[config.mk]
export PLATFORM = sky130hd
export DESIGN_NAME = fib_recursion_sequencer
export DESIGN_NICKNAME = d
export VERILOG_FILES = /design/src/rtl/fib_pkg.sv /design/src/rtl/fib_recursion_sequencer_stack_req_port.sv /design/src/rtl/fib_recursion_sequencer.sv
export SDC_FILE = /design/constraint.sdc
export NUM_CORES = 1
export LEC_CHECK = 0
export CAP_MARGIN = 20
export CORE_MARGIN = 4
export CORE_UTILIZATION = 25
export CTS_BUF_LIST = sky130_fd_sc_hd__clkbuf_8
export DETAILED_ROUTE_END_ITERATION = 8
export DONT_BUFFER_PORTS = 1
export GPL_TIMING_DRIVEN = 0
export PLACE_DENSITY = 0.36
export RECOVER_POWER = 100
export SYNTH_ARGS = -nofsm -noshare
export SYNTH_HDL_FRONTEND = slang
export SYNTH_SLANG_ARGS = --single-unit
[constraint.sdc]
create_clock -name clk -period 3.64 [get_ports clk]
set_clock_uncertainty 0.15 [all_clocks]
set_input_delay 0.91 -clock clk [delete_from_list [all_inputs] [get_ports clk]]
set_output_delay 0.91 -clock clk [all_outputs]
set_load 0.05 [all_outputs]
[src/rtl/fib_pkg.sv]
// Shared types and constants for the recursive Fibonacci sequencer.
package fib_pkg;

  localparam int unsigned N_W_DEF   = 5;
  localparam int unsigned RES_W_DEF = 16;
  localparam int unsigned DEPTH_DEF = 32;

  // Frame flag: which recursive call is still outstanding for the frame.
  localparam logic FLAG_FIRST  = 1'b0;
  localparam logic FLAG_SECOND = 1'b1;

  typedef enum logic [3:0] {
    IDLE,
    CALL,
    PUSH0_REQ,
    PUSH0_WAIT,
    RETURN,
    POP_REQ,
    POP_WAIT,
    DISPATCH,
    PUSH1_REQ,
    PUSH1_WAIT,
    DONE,
    ERROR
  } fibState_t;

  typedef enum logic [2:0] {
    P_IDLE,
    P_REQ,
    P_WAIT_LO,
    P_WAIT_HI,
    P_GAP
  } portState_t;

endpackage

[src/rtl/fib_recursion_sequencer_stack_req_port.sv]
// REQ/WAIT/GAP handshake toward the frame stack controller.
module stack_req_port
  import fib_pkg::*;
(
  input  logic clk,
  input  logic rst_n,
  input  logic go_push,
  input  logic go_pop,
  input  logic readySig,
  output logic pushSig,
  output logic popSig,
  output logic op_done
);

  portState_t state, stateNext;
  logic readyPrev;
  logic pushNext, popNext, doneNext;

  // State and registered request/done outputs.
  always_ff @(posedge clk or negedge rst_n) begin
    if (!rst_n) begin
      state     <= P_IDLE;
      readyPrev <= 1'b0;
      pushSig   <= 1'b0;
      popSig    <= 1'b0;
      op_done   <= 1'b0;
    end else begin
      state     <= stateNext;
      readyPrev <= readySig;
      pushSig   <= pushNext;
      popSig    <= popNext;
      op_done   <= doneNext;
    end
  end

  // Issue only after two ready cycles, so the request never lands in a confirm cycle.
  always_comb begin
    stateNext = state;
    pushNext  = 1'b0;
    popNext   = 1'b0;
    doneNext  = 1'b0;
    case (state)
      P_IDLE: begin
        if ((go_push || go_pop) && readySig && readyPrev) begin
          stateNext = P_REQ;
          pushNext  = go_push;
          popNext   = !go_push;
        end
      end
      P_REQ:     stateNext = P_WAIT_LO;
      P_WAIT_LO: if (!readySig) stateNext = P_WAIT_HI;
      P_WAIT_HI: begin
        if (readySig) begin
          stateNext = P_GAP;
          doneNext  = 1'b1;
        end
      end
      P_GAP:     stateNext = P_IDLE;
      default:   stateNext = P_IDLE;
    endcase
  end

endmodule

[src/rtl/fib_recursion_sequencer.sv]
// Recursive Fibonacci sequencer running its call frames on an external stack.
module fib_recursion_sequencer
  import fib_pkg::*;
#(
  parameter int unsigned N_W   = N_W_DEF,
  parameter int unsigned RES_W = RES_W_DEF,
  parameter int unsigned DEPTH = DEPTH_DEF
) (
  input  logic             clk,
  input  logic             rst_n,
  input  logic             start,
  input  logic [N_W-1:0]   n_in,
  input  logic             readySig,
  output logic             pushSig,
  output logic             popSig,
  output logic             push_flag,
  output logic [RES_W-1:0] push_ret,
  output logic [N_W-1:0]   push_n,
  input  logic             pop_flag,
  input  logic [RES_W-1:0] pop_ret,
  input  logic [N_W-1:0]   pop_n,
  output logic             busy,
  output logic             done,
  output logic             err,
  output logic [RES_W-1:0] result
);

  localparam int unsigned DEPTH_W = $clog2(DEPTH + 1);

  fibState_t          state, stateNext;
  logic [N_W-1:0]     curN, curNNext;
  logic [RES_W-1:0]   ret, retNext;
  logic [DEPTH_W-1:0] depth, depthNext;
  logic               popFlagQ, popFlagNext;
  logic [RES_W-1:0]   popRetQ, popRetNext;
  logic [N_W-1:0]     popNQ, popNNext;
  logic               busyNext, doneNext, errNext;
  logic [RES_W-1:0]   resultNext;
  logic               pushFlagNext;
  logic [RES_W-1:0]   pushRetNext;
  logic [N_W-1:0]     pushNNext;
  logic               goPush, goPop, opDone;

  assign goPush = (state == PUSH0_REQ) || (state == PUSH1_REQ);
  assign goPop  = (state == POP_REQ);

  stack_req_port u_port (
    .clk      (clk),
    .rst_n    (rst_n),
    .go_push  (goPush),
    .go_pop   (goPop),
    .readySig (readySig),
    .pushSig  (pushSig),
    .popSig   (popSig),
    .op_done  (opDone)
  );

  // Recursion state, working registers and registered outputs.
  always_ff @(posedge clk or negedge rst_n) begin
    if (!rst_n) begin
      state     <= IDLE;
      curN      <= '0;
      ret       <= '0;
      depth     <= '0;
      popFlagQ  <= 1'b0;
      popRetQ   <= '0;
      popNQ     <= '0;
      busy      <= 1'b0;
      done      <= 1'b0;
      err       <= 1'b0;
      result    <= '0;
      push_flag <= 1'b0;
      push_ret  <= '0;
      push_n    <= '0;
    end else begin
      state     <= stateNext;
      curN      <= curNNext;
      ret       <= retNext;
      depth     <= depthNext;
      popFlagQ  <= popFlagNext;
      popRetQ   <= popRetNext;
      popNQ     <= popNNext;
      busy      <= busyNext;
      done      <= doneNext;
      err       <= errNext;
      result    <= resultNext;
      push_flag <= pushFlagNext;
      push_ret  <= pushRetNext;
      push_n    <= pushNNext;
    end
  end

  // Call/return walk: first-call frames push {0,0,n}, second-call frames reuse the popped slot.
  always_comb begin
    stateNext    = state;
    curNNext     = curN;
    retNext      = ret;
    depthNext    = depth;
    popFlagNext  = popFlagQ;
    popRetNext   = popRetQ;
    popNNext     = popNQ;
    busyNext     = busy;
    doneNext     = done;
    errNext      = err;
    resultNext   = result;
    pushFlagNext = push_flag;
    pushRetNext  = push_ret;
    pushNNext    = push_n;
    case (state)
      IDLE, DONE, ERROR: begin
        if (start) begin
          curNNext  = n_in;
          depthNext = '0;
          doneNext  = 1'b0;
          errNext   = 1'b0;
          busyNext  = 1'b1;
          stateNext = CALL;
        end
      end
      CALL: begin
        if (curN < N_W'(2)) begin
          retNext   = RES_W'(curN);
          stateNext = RETURN;
        end else if (depth == DEPTH_W'(DEPTH)) begin
          errNext   = 1'b1;
          busyNext  = 1'b0;
          stateNext = ERROR;
        end else begin
          pushFlagNext = FLAG_FIRST;
          pushRetNext  = '0;
          pushNNext    = curN;
          stateNext    = PUSH0_REQ;
        end
      end
      PUSH0_REQ: if (pushSig) stateNext = PUSH0_WAIT;
      PUSH0_WAIT: begin
        if (opDone) begin
          depthNext = depth + DEPTH_W'(1);
          curNNext  = curN - N_W'(1);
          stateNext = CALL;
        end
      end
      RETURN: begin
        if (depth == '0) begin
          resultNext = ret;
          doneNext   = 1'b1;
          busyNext   = 1'b0;
          stateNext  = DONE;
        end else begin
          stateNext = POP_REQ;
        end
      end
      POP_REQ: if (popSig) stateNext = POP_WAIT;
      POP_WAIT: begin
        if (opDone) begin
          popFlagNext = pop_flag;
          popRetNext  = pop_ret;
          popNNext    = pop_n;
          depthNext   = depth - DEPTH_W'(1);
          stateNext   = DISPATCH;
        end
      end
      DISPATCH: begin
        if (popFlagQ == FLAG_FIRST) begin
          pushFlagNext = FLAG_SECOND;
          pushRetNext  = ret;
          pushNNext    = popNQ;
          stateNext    = PUSH1_REQ;
        end else begin
          retNext   = popRetQ + ret;
          stateNext = RETURN;
        end
      end
      PUSH1_REQ: if (pushSig) stateNext = PUSH1_WAIT;
      PUSH1_WAIT: begin
        if (opDone) begin
          depthNext = depth + DEPTH_W'(1);
          curNNext  = popNQ - N_W'(2);
          stateNext = CALL;
        end
      end
      default: stateNext = IDLE;
    endcase
  end

endmodule
# Word-level counts from Yosys, hierarchy flattened
# Cells that the tools add are included.
# word_totals
out_inout_bits	43
ff_bits	101
wordCells	140
in_bits	31
# classes
order_cmp	1
reduce_logical	27
mux	55
n_eq_ne	33
add_sub_neg	5
# ops
op	n
$mux W16	5
$pmux W16 S2	2
$mux W4	10
$pmux W4 S9	1
$mux W5	6
$ne A2 B2 Y1 const B	11
$mux W6	3
$pmux W6 S3	1
$mux W1	17
$add A16 B16 Y16	1
$eq A4 B3 Y1 const B	4
$eq A4 B4 Y1 const B	4
$reduce_and A4 Y1	4
$pmux W5 S3	1
$ne A2 B1 Y1 const B	7
$pmux W3 S4	1
$pmux W5 S2	1
$mux W3	3
$reduce_and A3 Y1	3
$reduce_bool A3 Y1	3
$eq A4 B2 Y1 const B	2
$add A6 B1 Y6 const B	1
$eq A3 B2 Y1 const B	2
$eq A6 B6 Y1 const B	1
20 further kinds	27

# Depth between registers and ports, before layout
# Gate-level depths: netlist (run 1).
# depth
ltp_word	7
mapped_depth	11

# Cells and area by module
# Synthesis (run 1) repeated with hierarchy kept, for this count alone.
# unflattened
hier_cells	500
area_unflattened_um2	5287.6
# modules_own_cells
module	instances	area_per_inst_um2	cells_per_inst
fib_recursion_sequencer	1	5022.3	483
stack_req_port	1	265.3	17

# Worst setup path before layout (run 1)
# OpenSTA, ideal clock, no wires.
# synth_timing
path_kind	input to register
startpoint	in start
endpoint	reg depth[2]
slack_ns	1.021
required_ns	3.421
cell_stages	6
arrival_ns	2.400
path_buffers	0
setup_time_ns	0.069
cell_sequence	inv_1 a221o_1 a32oi_1 o21ai_1 or4b_2 nand3_1
# synth_between
elab_chain_len	2
# synth_rtl
element	line_no	rtl
start: declaration	fib_recursion_sequencer.sv:11	input logic start,
$ne A2 B2 Y1 (no source line)	-	
$reduce_and A4 Y1 (no source line)	-	
end signal: assignment	fib_recursion_sequencer.sv:79	depth <= depthNext;
end: declaration	fib_recursion_sequencer.sv:33	logic [DEPTH_W-1:0] depth, depthNext;
# Every way passes these cells.
# A chain may end at the register's enable or synchronous reset.

# Worst setup path in the final report (run 1)
# layout_timing
startpoint	reg depth[1]
endpoint	reg result[13]
# layout_between
elab_chain_len	2
# layout_rtl
element	line_no	rtl
$logic_not A6 Y1	fib_recursion_sequencer.sv:144	if (depth == '0) begin
$reduce_and A2 Y1 (no source line)	-	
end signal: assignment	fib_recursion_sequencer.sv:86	result <= resultNext;
end: declaration	fib_recursion_sequencer.sv:25	output logic [RES_W-1:0] result
# Every way passes these cells.

==> impl_results.md, run 1 <==
- Starting density of the core: 25.4%
- Area growth syn-to-layout: 9.42%
- Max Root-Sink Buffers: 2
- EDFF count, synth: 0
- Yosys reg bits: 101
- Worst path arrival time: 3.39 ns
- Critical path's slowest cell: nor4_4
- Sw Ratio: 44.5%
- Crit-path cells: clkbuf_1 > or3_1 > or4_1 > nor4_4 > clkbuf_2 > mux2_1
- Slew margin rel.: 41.2%
- CTS tree: done
- Sequential area share after synthesis: 47.6%
- RSZ-0062 raised after global routing: false
- Fin cells: 793
- Pwr dens: 742 nW/um^2
- CP Launch Type: flip-flop
- Avg Synthesized Cell Area: 10.6 sq um
- Final worst path period need: 3.26 ns
- Total GRT Usage: 12.6%
- Post-CTS setup buffer count: 0
- Avg WL per Cell: 18.4 microns
- Hold Vio Cnt, Final: 0
- Max Freq: 0.307 GHz
- Initial antenna violation count: 2
- # hold bufs at CTS: 0
- Main synth FF type: dfrtp_1
- Final instance area: 5810 sq um
- Worst-Skew Late Latency: 0.39 ns
- Hold WS: 0.0503 ns
- H-tree depth: 3
- Syn Inst Count: 501
- Synth warn: 0
- Post-Place Cell Area: 5660 sq um
- Total CTS buffers: 9
- Worst-path clk slew: 0.11 ns
- Die area: 23700 sq um
- Worst Setup End Kind: flip-flop
- Synth async-reset ratio: 100%
- Gr ovfl total: 0
- Die W: 154 microns
- DP Wirelength: 10700 microns
- Most frequent cells in the layout: 101 x dfrtp_1, 40 x nand2_1, 37 x a21oi_1, 31 x o21ai_0, 31 x mux2_2
- Cell area after synthesis: 5310 sq um
- CTS root buffer: clkbuf_8
- Net switching power: 1.92 mW
- Worst Path Required: 3.77 ns
- Worst VDD drop: 0.301 mV
- P_leak: 2.56 nW
- Core box area: 21000 sq um
- Max-Cap Viols: 0
- Final Setup Violations: 0
- # nets final: 563
- Final slew viol count: 0
- Most common cell after layout, fill and taps aside: dfrtp_1
- Placed insts: 776
- Sequential group share of total power: 40.0%
- Vias in the first global route: 3975
- Layout cells sized above 1: 10.8%
- FP Rows: 53
- Worst Path Max Fanout: 10
- Crit-path max cell delay: 0.63 ns
- GPL Wtd Cong: 0.842
- Status: finished clean
- Routed Antenna Nets: 0
- Critical Setup Path Class: reg -> reg
- First-pass GRT wire length: 23400 microns
- Routed WL: 14600 microns
- DR vias: 3948
- Largest net degree at the start of global routing: 102
- Iter 0 DRT Violations: 253
- Post_cts resized: 0
- Worst Hold Class: in -> async
- Pin slew with the least headroom to its limit: 0.873 ns
- Count of cell types in the netlist: 63
- Drt via density: 4.98
- First drt pass iteration count: 4
- Ports: 74
- Setup TNS: 0 ns
- Cell-internal power: 2.39 mW
- Combinational power share: 40.2%
- Final worst path period share: 89.5%
- PortBufs: 0
- Die Y: 154 microns
- # fillers: 2249
- CTS Sinks: 101
- # DRC: 0
- Clock power share: 19.8%
- Final Util: 27.7%
- Syn Nets: 552
## kinds of logic (layout without fill, tap and decap cells)
group,Yosys count,in the layout,synth area share [%]
mux,45,45,9.96
xor+xnor,17,17,2.80
flops,101,101,47.6
buf+inv,39,55,3.44
fa+ha+maj,20,20,4.85
other cells,0,1,0
simple gates,133,133,13.0
compound gates,146,146,18.4
## Yosys cell counts, drive strengths merged (7+ instances only)
cell type  instances  area share, %
nand2             40            2.8
o21ai             31            2.9
ha                19            4.5
buf               12            1.5
a21o               7           0.99
mux2              39            8.8
inv               16            1.1
dfrtp            101             48
xnor2              9            1.5
a21oi             37            3.5
a22o              20            3.3
nand3             12            1.1
xor2               8            1.3
nor2              29            2.0
clkbuf            11           0.78
nor3               9           0.85
nand2b            11            1.3
o31ai              8            1.1
## power by group through the flow
stage	Combinational [mW]	Sequential, mW	Clock, mW
floorplan	1.42	1.67	0
detailed placement	1.79	1.76	0
global placement	1.79	1.77	0
CTS	1.80	1.74	0.900
global route	1.98	1.76	0.941
finish	1.73	1.73	0.854
## worst paths after layout
check                      slack, ns               to  cells after the start       startpoint
max                             0.38       result[13]                      6         depth[1]
min                             0.05       result[13]                      0            rst_n
max reg2reg                     0.38       result[13]                      6         depth[1]
min reg2reg                     0.35  u_port.state[0]                      1  u_port.state[2]
max in group asynchronous       3.12        result[2]                      0            rst_n
min in group clk                0.35  u_port.state[0]                      1  u_port.state[2]
## flip-flops by register name (all words and copies together) (netlist names)
name and count:
result 16, depth 6, curN 5, u_port.readyPrev 1, popNQ 5, u_port.state 3, done 1, push_flag 1
err 1, push_n 5, popFlagQ 1, ret 16, u_port.popSig 1, u_port.pushSig 1, busy 1, state 4
u_port.op_done 1, push_ret 16, popRetQ 16
## worst max-delay path: cells and delay by family, from the launching register on
family,cells,cell delay [ns]
buf+inv,2,0.61
mux,1,0.37
simple gates,3,1.62
flops,1,0.38
## per-layer routing
metal  routed length [microns]  global-route usage, %
met2                      6550                   19.0
met1                      6760                   17.3
met3                      1070                   4.25
met4                       178                   3.36
met5                        32                      0
## area by class of cell
class	count	area (sq um)	share of cell area, %
antenna	1	2.50	0.0430
buffer	23	98.8	1.70
clock buffer	9	124	2.13
clock inverter	7	106	1.83
inverter	16	60.1	1.03
multi-input combinational	361	2550	43.9
sequential	101	2530	43.5
tap	275	344	5.92
## stage by stage
| stage | power, mW | worst slack, ns |
|---|---|---|
| 3_5_place_dp | 3.56 | 0.462 |
| 2_1_floorplan | 3.09 | 1.02 |
| 3_3_place_gp | 3.56 | 0.521 |
| 4_1_cts | 4.44 | 0.418 |
| 6_report | 4.31 | 0.381 |
| 5_1_grt | 4.68 | 0.116 |
(Power assumes the default switching activity.)
==> run 2, diff against run 1 <==
CORE_ASPECT_RATIO = 0.8   (was not set)
==> impl_results.md, run 2 (synthesized netlist as in run 1, its figures left out) <==
- Status: finished clean
- Most common cell after layout, fill and taps aside: dfrtp_1
- DR vias: 4003
- Terminus of the critical flop-to-flop path: result[11]
- First drt pass iteration count: 5
- Worst-path clk slew: 0.10 ns
- Area growth syn-to-layout: 9.61%
- Die Y: 138 microns
- Ports: 74
- Routed WL: 15000 microns
- Crit-path cells: clkbuf_1 > or3_1 > or4_4 > nor4_2 > buf_6 > mux2_1
- Final worst path period need: 3.32 ns
- Worst path arrival time: 3.43 ns
- Final worst path period share: 91.3%
- GPL Wtd Cong: 0.827
- Pin slew with the least headroom to its limit: 1.26 ns
- Final Util: 28.0%
- Worst VDD drop: 0.365 mV
- Multi-input gate area: 2550 sq um
- Worst Setup End Kind: flip-flop
- Slew margin rel.: 15.2%
- # DRC: 0
- FF+latch area: 2530 sq um
- Gr ovfl total: 0
- Die area: 23700 sq um
- P_leak: 2.57 nW
- Vias in the first global route: 3909
- Core box area: 20800 sq um
- FP Rows: 47
- PortBufs: 0
- Hold WS: 0.0650 ns
- Post_cts resized: 0
- # hold bufs at CTS: 0
- First-pass GRT wire length: 23500 microns
- CTS tree: done
- # fillers: 2191
- Most frequent cells in the layout: 101 x dfrtp_1, 40 x nand2_1, 37 x a21oi_1, 31 x mux2_2
- H-tree depth: 3
- Reg2reg start: depth[2]
- Total chip power: 4.38 mW
- Pwr dens: 752 nW/um^2
- Iter 0 DRT Violations: 239
- CTS Sinks: 101
- CP Launch Type: flip-flop
- Drt via density: 5.10
- Max-Cap Viols: 0
- Post-CTS setup buffer count: 0
- Placed insts: 770
- Final slew viol count: 0
- Reg2Reg Depth: 6
- Hold Vio Cnt, Final: 0
- Worst-Skew Late Latency: 0.38 ns
- Total CTS buffers: 9
- Routed Antenna Nets: 0
- Max Freq: 0.301 GHz
- Crit-path max cell delay: 0.96 ns
- Max Root-Sink Buffers: 2
- DP Wirelength: 10900 microns
- Final Setup Violations: 0
- Layout cells sized above 1: 11.0%
- R2R setup slack: 0.32 ns
- Die W: 171 microns
- Setup TNS: 0 ns
- Post-route setup slack: 0.316 ns
- Initial antenna violation count: 3
- Worst Path Max Fanout: 10
- Starting density of the core: 25.5%
- Fin cells: 785
- Final instance area: 5820 sq um
- Largest net degree at the start of global routing: 102
- Post-Place Cell Area: 5650 sq um
- Critical path's slowest cell: nor4_2
- Total GRT Usage: 12.9%
- Worst Setup SP: depth[2]
- RSZ-0062 raised after global routing: false
- Critical Setup Path Class: reg -> reg
- Worst Path Required: 3.75 ns
- # nets final: 563
- Avg WL per Cell: 19.1 microns
- Setup WS pre-CTS: 0.554 ns
- CTS root buffer: clkbuf_8
- Ant diodes: 0
- Worst Hold Class: in -> async
run 2: worst max path at each step:
stage,to,slack (ns),depth (start not counted)
after floorplan,depth[2],1.02,6
after global placement,push_ret[13],0.55,7
after detailed placement,push_ret[9],0.55,7
after CTS,push_ret[13],0.52,7
after global routing,result[11],0.11,6
final,result[11],0.32,6
run 2: area by class of cell:
type | count | share of cell area (%)
multi-input combinational | 361 | 43.7
sequential | 101 | 43.4
tap | 269 | 5.78
clock buffer | 9 | 2.13
buffer | 23 | 2.04
clock inverter | 6 | 1.91
inverter | 16 | 1.03
run 2: power by group:
part / internal, mW / switching [mW]
registers: 1.32 / 0.412
logic: 0.695 / 1.08
clock network: 0.455 / 0.414
total: 2.47 / 1.91
run 2: worst max-delay path: cells and delay by family (launching register included):
| family | cells | cell delay (ns) |
|---|---|---|
| DFF | 1 | 0.37 |
| muxes | 1 | 0.34 |
| and+or+nand+nor | 3 | 1.85 |
| buffers and inverters | 2 | 0.49 |
run 2: routing by layer:
metal | vias to the layer above | GRT usage [%] | wire [microns]
met1 | 1982 | 18.1 | 7170
met3 | 22 | 4.77 | 1080
li1 | 1887 | - | -
met2 | 106 | 18.5 | 6440
met5 | - | 0 | 34
met4 | 6 | 3.96 | 245
